**config.mk**
```make
export PLATFORM = sky130hd
export DESIGN_NAME = r_engine
export DESIGN_NICKNAME = d
export VERILOG_FILES = /design/src/rtl/r_engine.sv
export SDC_FILE = /design/constraint.sdc
export NUM_CORES = 1
export LEC_CHECK = 0
export BUFFER_PORTS_ARGS = -buffer_cell sky130_fd_sc_hd__buf_4
export CORE_MARGIN = 4
export CORE_UTILIZATION = 30
export CTS_CLUSTER_DIAMETER = 150
export DETAILED_ROUTE_END_ITERATION = 12
export PLACE_DENSITY_LB_ADDON = 0.1
export SYNTH_ARGS = -nofsm -noshare
export SYNTH_HDL_FRONTEND = slang
export SYNTH_SLANG_ARGS = --single-unit
```
**constraint.sdc**
```tcl
create_clock -name clk -period 18.55 [get_ports clk]
set_clock_uncertainty 0.05 [all_clocks]
set_input_delay 2.7825 -clock clk [delete_from_list [all_inputs] [get_ports clk]]
set_output_delay 2.7825 -clock clk [all_outputs]
set_load 0.05 [all_outputs]
```
**src/rtl/r_engine.sv**
```systemverilog
// R-channel read-data stage: meters AR issue by outstanding-burst credit, checks burst framing
// and forwards beats through a 2-entry skid buffer. Optional macro: R_ENGINE_RRESP_CHECK_EN.
//
// state   | meaning
// IDLE    | waiting for start
// RUN     | issuing credit, accepting R beats
// FLUSH   | R closed, draining skid buffer before done
module r_engine #(
    parameter int AXI_DATA_WIDTH  = 128,
    parameter int BTT_WIDTH       = 24,
    parameter int MAX_OUTSTANDING = 4
) (
    input  logic                      clk,
    input  logic                      rstn,
    input  logic                      start,
    input  logic [BTT_WIDTH-1:0]      btt,
    input  logic                      new_transaction,
    input  logic [7:0]                arlen,
    output logic                      ar_enable,
    input  logic                      rvalid,
    output logic                      rready,
    input  logic [AXI_DATA_WIDTH-1:0] rdata,
    input  logic [1:0]                rresp,
    input  logic                      rlast,
    output logic                      out_valid,
    input  logic                      out_ready,
    output logic [AXI_DATA_WIDTH-1:0] out_data,
    output logic                      out_last,
    output logic                      done,
    output logic                      error
);
    localparam int PW = (MAX_OUTSTANDING > 1) ? $clog2(MAX_OUTSTANDING) : 1;
    localparam int BW = BTT_WIDTH - 4;
    localparam logic [PW:0] OUT_MAX = (PW+1)'(MAX_OUTSTANDING);

    localparam logic [1:0] S_IDLE  = 2'd0;
    localparam logic [1:0] S_RUN   = 2'd1;
    localparam logic [1:0] S_FLUSH = 2'd2;

    logic [1:0]                state_q, state_d;
    logic [BW-1:0]             beats_left_q, beats_left_d;
    logic [7:0]                len_mem_q [MAX_OUTSTANDING];
    logic [PW-1:0]             len_rd_q, len_rd_d, len_wr_q, len_wr_d;
    logic [PW:0]               len_cnt_q, len_cnt_d;
    logic [7:0]                burst_beat_q, burst_beat_d;
    logic [AXI_DATA_WIDTH-1:0] skid_data_q [2];
    logic [1:0]                skid_last_q;
    logic                      skid_rd_q, skid_rd_d;
    logic [1:0]                skid_cnt_q, skid_cnt_d;
    logic                      done_q, done_d, error_q, error_d;
    logic                      r_hs, have_len, len_push, len_pop, fwd, pop_out, skid_wr;

    // Outstanding-burst count is the length FIFO occupancy.
    assign ar_enable = (state_q == S_RUN) && (len_cnt_q < OUT_MAX);
    assign rready    = (state_q == S_RUN) && (skid_cnt_q != 2'd2);
    assign r_hs      = rvalid && rready;
    assign have_len  = (len_cnt_q != '0);
    assign len_push  = (state_q == S_RUN) && new_transaction && (len_cnt_q != OUT_MAX);
    assign len_pop   = r_hs && have_len && rlast;
    assign fwd       = r_hs && have_len && (beats_left_q != '0);
    assign out_valid = (skid_cnt_q != 2'd0);
    assign pop_out   = out_valid && out_ready;
    assign out_data  = skid_data_q[skid_rd_q];
    assign out_last  = skid_last_q[skid_rd_q];
    assign skid_wr   = skid_rd_q ^ skid_cnt_q[0];
    assign done      = done_q;
    assign error     = error_q;

`ifndef R_ENGINE_RRESP_CHECK_EN
    logic unused_rresp;
    assign unused_rresp = ^rresp;
`endif
    logic unused_btt_lsb;
    assign unused_btt_lsb = ^btt[3:0];

    always_comb begin
        state_d      = state_q;
        beats_left_d = beats_left_q;
        burst_beat_d = burst_beat_q;
        done_d       = 1'b0;
        error_d      = error_q;
        len_rd_d     = len_rd_q + PW'(len_pop);
        len_wr_d     = len_wr_q + PW'(len_push);
        skid_rd_d    = skid_rd_q ^ pop_out;

        case ({len_push, len_pop})
            2'b10:   len_cnt_d = len_cnt_q + 1'b1;
            2'b01:   len_cnt_d = len_cnt_q - 1'b1;
            default: len_cnt_d = len_cnt_q;
        endcase
        case ({fwd, pop_out})
            2'b10:   skid_cnt_d = skid_cnt_q + 1'b1;
            2'b01:   skid_cnt_d = skid_cnt_q - 1'b1;
            default: skid_cnt_d = skid_cnt_q;
        endcase

        if ((state_q == S_RUN) && new_transaction && (len_cnt_q == OUT_MAX))
            error_d = 1'b1;

        if (r_hs) begin
            if (!have_len || (beats_left_q == '0))
                error_d = 1'b1;
            // Framing is checked even for over-count beats so the burst still closes on rlast.
            if (have_len) begin
                if (rlast != (burst_beat_q == len_mem_q[len_rd_q]))
                    error_d = 1'b1;
                burst_beat_d = rlast ? 8'd0 : burst_beat_q + 8'd1;
            end
`ifdef R_ENGINE_RRESP_CHECK_EN
            if (rresp != 2'b00)
                error_d = 1'b1;
`endif
            if (fwd)
                beats_left_d = beats_left_q - 1'b1;
        end

        case (state_q)
            S_IDLE: begin
                if (start) begin
                    error_d      = 1'b0;
                    burst_beat_d = 8'd0;
                    if (btt[BTT_WIDTH-1:4] == '0) begin
                        done_d = 1'b1;
                    end else begin
                        beats_left_d = btt[BTT_WIDTH-1:4];
                        state_d      = S_RUN;
                    end
                end
            end
            S_RUN: begin
                if ((beats_left_d == '0) && (len_cnt_d == '0))
                    state_d = S_FLUSH;
            end
            S_FLUSH: begin
                // Done lands the cycle after the final beat leaves the buffer.
                if (skid_cnt_d == 2'd0) begin
                    done_d  = 1'b1;
                    state_d = S_IDLE;
                end
            end
            default: state_d = S_IDLE;
        endcase
    end

    always_ff @(posedge clk) begin
        if (!rstn) begin
            state_q      <= S_IDLE;
            beats_left_q <= '0;
            len_rd_q     <= '0;
            len_wr_q     <= '0;
            len_cnt_q    <= '0;
            burst_beat_q <= '0;
            skid_rd_q    <= 1'b0;
            skid_cnt_q   <= '0;
            skid_last_q  <= '0;
            done_q       <= 1'b0;
            error_q      <= 1'b0;
            for (int i = 0; i < MAX_OUTSTANDING; i++) len_mem_q[i] <= '0;
            for (int i = 0; i < 2; i++) skid_data_q[i] <= '0;
        end else begin
            state_q      <= state_d;
            beats_left_q <= beats_left_d;
            len_rd_q     <= len_rd_d;
            len_wr_q     <= len_wr_d;
            len_cnt_q    <= len_cnt_d;
            burst_beat_q <= burst_beat_d;
            skid_rd_q    <= skid_rd_d;
            skid_cnt_q   <= skid_cnt_d;
            done_q       <= done_d;
            error_q      <= error_d;
            if (len_push)
                len_mem_q[len_wr_q] <= arlen;
            if (fwd) begin
                skid_data_q[skid_wr] <= rdata;
                skid_last_q[skid_wr] <= (beats_left_q == BW'(1));
            end
        end
    end
endmodule

```
==> impl_metrics.json <==
{
  "max_slew.worst_pin.slew_ps": 1100,
  "finalCritPeriodShare_pct": 32.3,
  "layout.cells.most_common_list": "308 x buf_4, 288 x edfxtp_1, 285 x and2_1",
  "post_cts.repair.setup_buffers": 0,
  "cts-htree-levels": 2,
  "drt_wl_total_um": 39100,
  "power.static_leakage_nw": 7.53,
  "holdWs_ps": 410,
  "final_setup_violations": 0,
  "crit_path_start_kind": "flip-flop",
  "fill_cells": 4878,
  "ys.warnings.count": 0,
  "io_buffers": 296,
  "depth_of_the_worst_register_to_register_path": 14,
  "clock.fmax_ghz": 0.167,
  "cts.hold.buffers_added": 0,
  "post_synth.cell_area_avg_um2": 13.7,
  "clock_insertion_delay_worst_skew_ps": 540,
  "worstHoldPathType": "reg -> reg",
  "synth_edf_count": 288,
  "fp.dieArea_um2": 54100,
  "post_synthesis_net_count": 1281,
  "drc": 0,
  "post_cts.resized_instances": 0,
  "die_w_um": 233,
  "slew_headroom_pct": 26.5,
  "synth_area_um2": 15100,
  "clock_sink_count": 333,
  "post-synth-top-area-fraction_pct": 57.2,
  "yosys_register_bits": 333,
  "critPathKind": "reg -> out",
  "async_set_or_reset_register_ratio_after_synthesis_pct": 0,
  "timing.max_cap.violations": 0,
  "finalWorstSetupSlack_ps": 12560,
  "m1WireLength_um": 16600,
  "final_common_cell": "buf_4",
  "clk_root_buffer_cell": "clkbuf_16",
  "drt-pass1-iter-count": 4,
  "dr_wl_met2_um": 19100,
  "arrival_time_of_data_at_the_critical_path_endpoint_ps": 3160,
  "postPlaceCellArea_um2": 18100,
  "grt.total_usage_pct": 14.0,
  "path_clk_slew_ps": 50,
  "period_minus_slack_ps": 5990,
  "cellPowerDensity_nw_per_um2": 97.0,
  "ir_drop_mv": 0.0531,
  "dr_total_vias": 9413,
  "coreArea_um2": 50000,
  "final_design_area_no_fill_um2": 19200,
  "post_drt_via_cell_ratio": 4.51,
  "die_height_um": 233,
  "finalNonFillerCells": 2088,
  "grt_overflow": 0,
  "fin_nets": 1569,
  "run_status": "complete, no violations",
  "area_of_all_sequential_standard_cells_um2": 9550,
  "grt_first_pass_wirelength_um": 58200,
  "post_route_cells_drive_above_1_share_pct": 36.6,
  "critical_path.max_stage_delay_ps": 940,
  "critical_path.cell_chain": "buf_4 > mux2_2 > buf_4",
  "hold_path_stages": 2,
  "synth_sequential_area_ratio_pct": 63.1,
  "multiInputGateArea_um2": 5300,
  "setup-tns-final_ps": 0,
  "avgRoutedWirePerCell_um": 18.7,
  "cts_tree": "yes",
  "floorplan.initialDensity_pct": 30.3,
  "final_hold_violating_endpoints": 0,
  "detailroute.wirelength.met3_um": 2480,
  "unique_cell_type_count_in_the_yosys_netlist": 63,
  "highest-signal-layer": "met5",
  "maxSlewViolCount": 0,
  "half_perimeter_wire_length_of_the_detailed_placement_result_um": 24500,
  "worst_setup_path_end_kind": "primary output",
  "dominantRegCellSynth": "edfxtp_1",
  "synth_top_cells_by_area": "edfxtp_1 57%, and2_1 12%, mux2_2 9.5%",
  "rsz0062_at_grt": "no",
  "final_antenna_net_count": 0,
  "placedCellCount": 2022,
  "grt_antenna_before_repair": 2,
  "critical_path.slowest_cell": "dfxtp_4",
  "synth_largest_area_cell": "edfxtp_1",
  "path_common_cell": "buf_4",
  "post-place-ws_ps": 12780,
  "gpl.final_weighted_congestion": 0.763,
  "std_cell_rows": 82,
  "vias_in_the_first_global_route": 9580,
  "cts.path.max_buffers": 3,
  "synth_cells": 1103,
  "ios": 303,
  "cp.required_ps": 15720,
  "drtIter0Drc": 409,
  "maximum_number_of_pins_on_one_net_before_global_route_repair": 124,
  "worstPathMaxFanout": 69,
  "cts-buffers-inserted": 39,
  "layout-area-overhead-vs-synth_pct": 27.1
}
[worst paths after layout]
kind | start | endpoint | slack, ps
max reg2reg | state_q[0] | state_q[0] | 14880
max | flip-flop | out_data[3] | 12560
min | skid_last_q[0] | skid_last_q[0] | 410
min reg2reg | skid_last_q[0] | skid_last_q[0] | 410
[power by group]
group | leakage, nW | internal, mW | switching (mW) | total [mW]
combinational | 3.64 | 0.109 | 0.191 | 0.301
clock | 0.542 | 0.399 | 0.292 | 0.692
sequential | 3.35 | 0.851 | 0.0208 | 0.872
[stage by stage]
step	total power [mW]	util, %
6_report	1.86	38.5
5_1_grt	1.95	38.4
4_1_cts	1.90	38.4
3_5_place_dp	1.19	36.2
3_3_place_gp	1.19	36.2
2_1_floorplan	1.09	-
[flip-flops by register name (all words and copies together) (netlist names), named ones only]
signal and cells:
state_q 2, error 1, beats_left_q 20, len_cnt_q 3, burst_beat_q 8, skid_last_q 2, skid_data_q 256, skid_rd_q 1
skid_cnt_q 2, len_rd_q 2, done 1, len_mem_q 32, len_wr_q 2
[per-layer routing]
metal  vias to the layer above  global-route usage (%)
li1                       4525                       -
met1                      4597                    17.8
met2                       227                    23.8
met3                        60                    3.60
met4                         4                    4.15
met5                         -                       0
[logic make-up after synthesis]
logic type	count (synthesis)	synth area share [%]
flops	333	63.1
buf+inv	76	2.04
compound gates	61	2.88
simple gates	442	17.7
xor+xnor	42	2.43
mux	140	11.0
fa+ha+maj	9	0.794
[area by class of cell]
class	instances	share of cell area (%)
sequential	333	49.7
multi-input combinational	694	27.6
timing repair buffer	310	12.2
clock buffer	59	5.63
tap	672	4.38
inverter	13	0.254
clock inverter	6	0.169
antenna	1	0.0130
[cells in the mapped netlist (3+ instances only)]
| cell | instances |
|---|---|
| nor3b_1 | 5 |
| or3_1 | 7 |
| nand3b_1 | 3 |
| a311oi_1 | 3 |
| dfxtp_1 | 45 |
| nand2b_1 | 3 |
| ha_1 | 8 |
| mux4_2 | 8 |
| buf_1 | 3 |
| a21oi_1 | 12 |
| and2_1 | 285 |
| nor4_1 | 11 |
| nor4_2 | 4 |
| edfxtp_1 | 288 |
| mux2_2 | 128 |
| buf_2 | 6 |
| clkbuf_1 | 52 |
| mux2i_1 | 3 |
| nand3_1 | 6 |
| a211oi_1 | 12 |
| xor2_1 | 26 |
| nand2_1 | 26 |
| nor2b_1 | 4 |
| nand4_1 | 4 |
| nor3_1 | 15 |
| a22oi_1 | 5 |
| o21ai_0 | 14 |
| nor2_1 | 42 |
| and3_1 | 11 |
| xnor2_1 | 16 |
| inv_1 | 12 |
[critical path, delay by kind of cell, from the launching register on]
kind | cells | cell delay [ps]
flops | 1 | 940
buf+inv | 2 | 1090
mux | 1 | 430
Power figures use the tool's default switching activity.
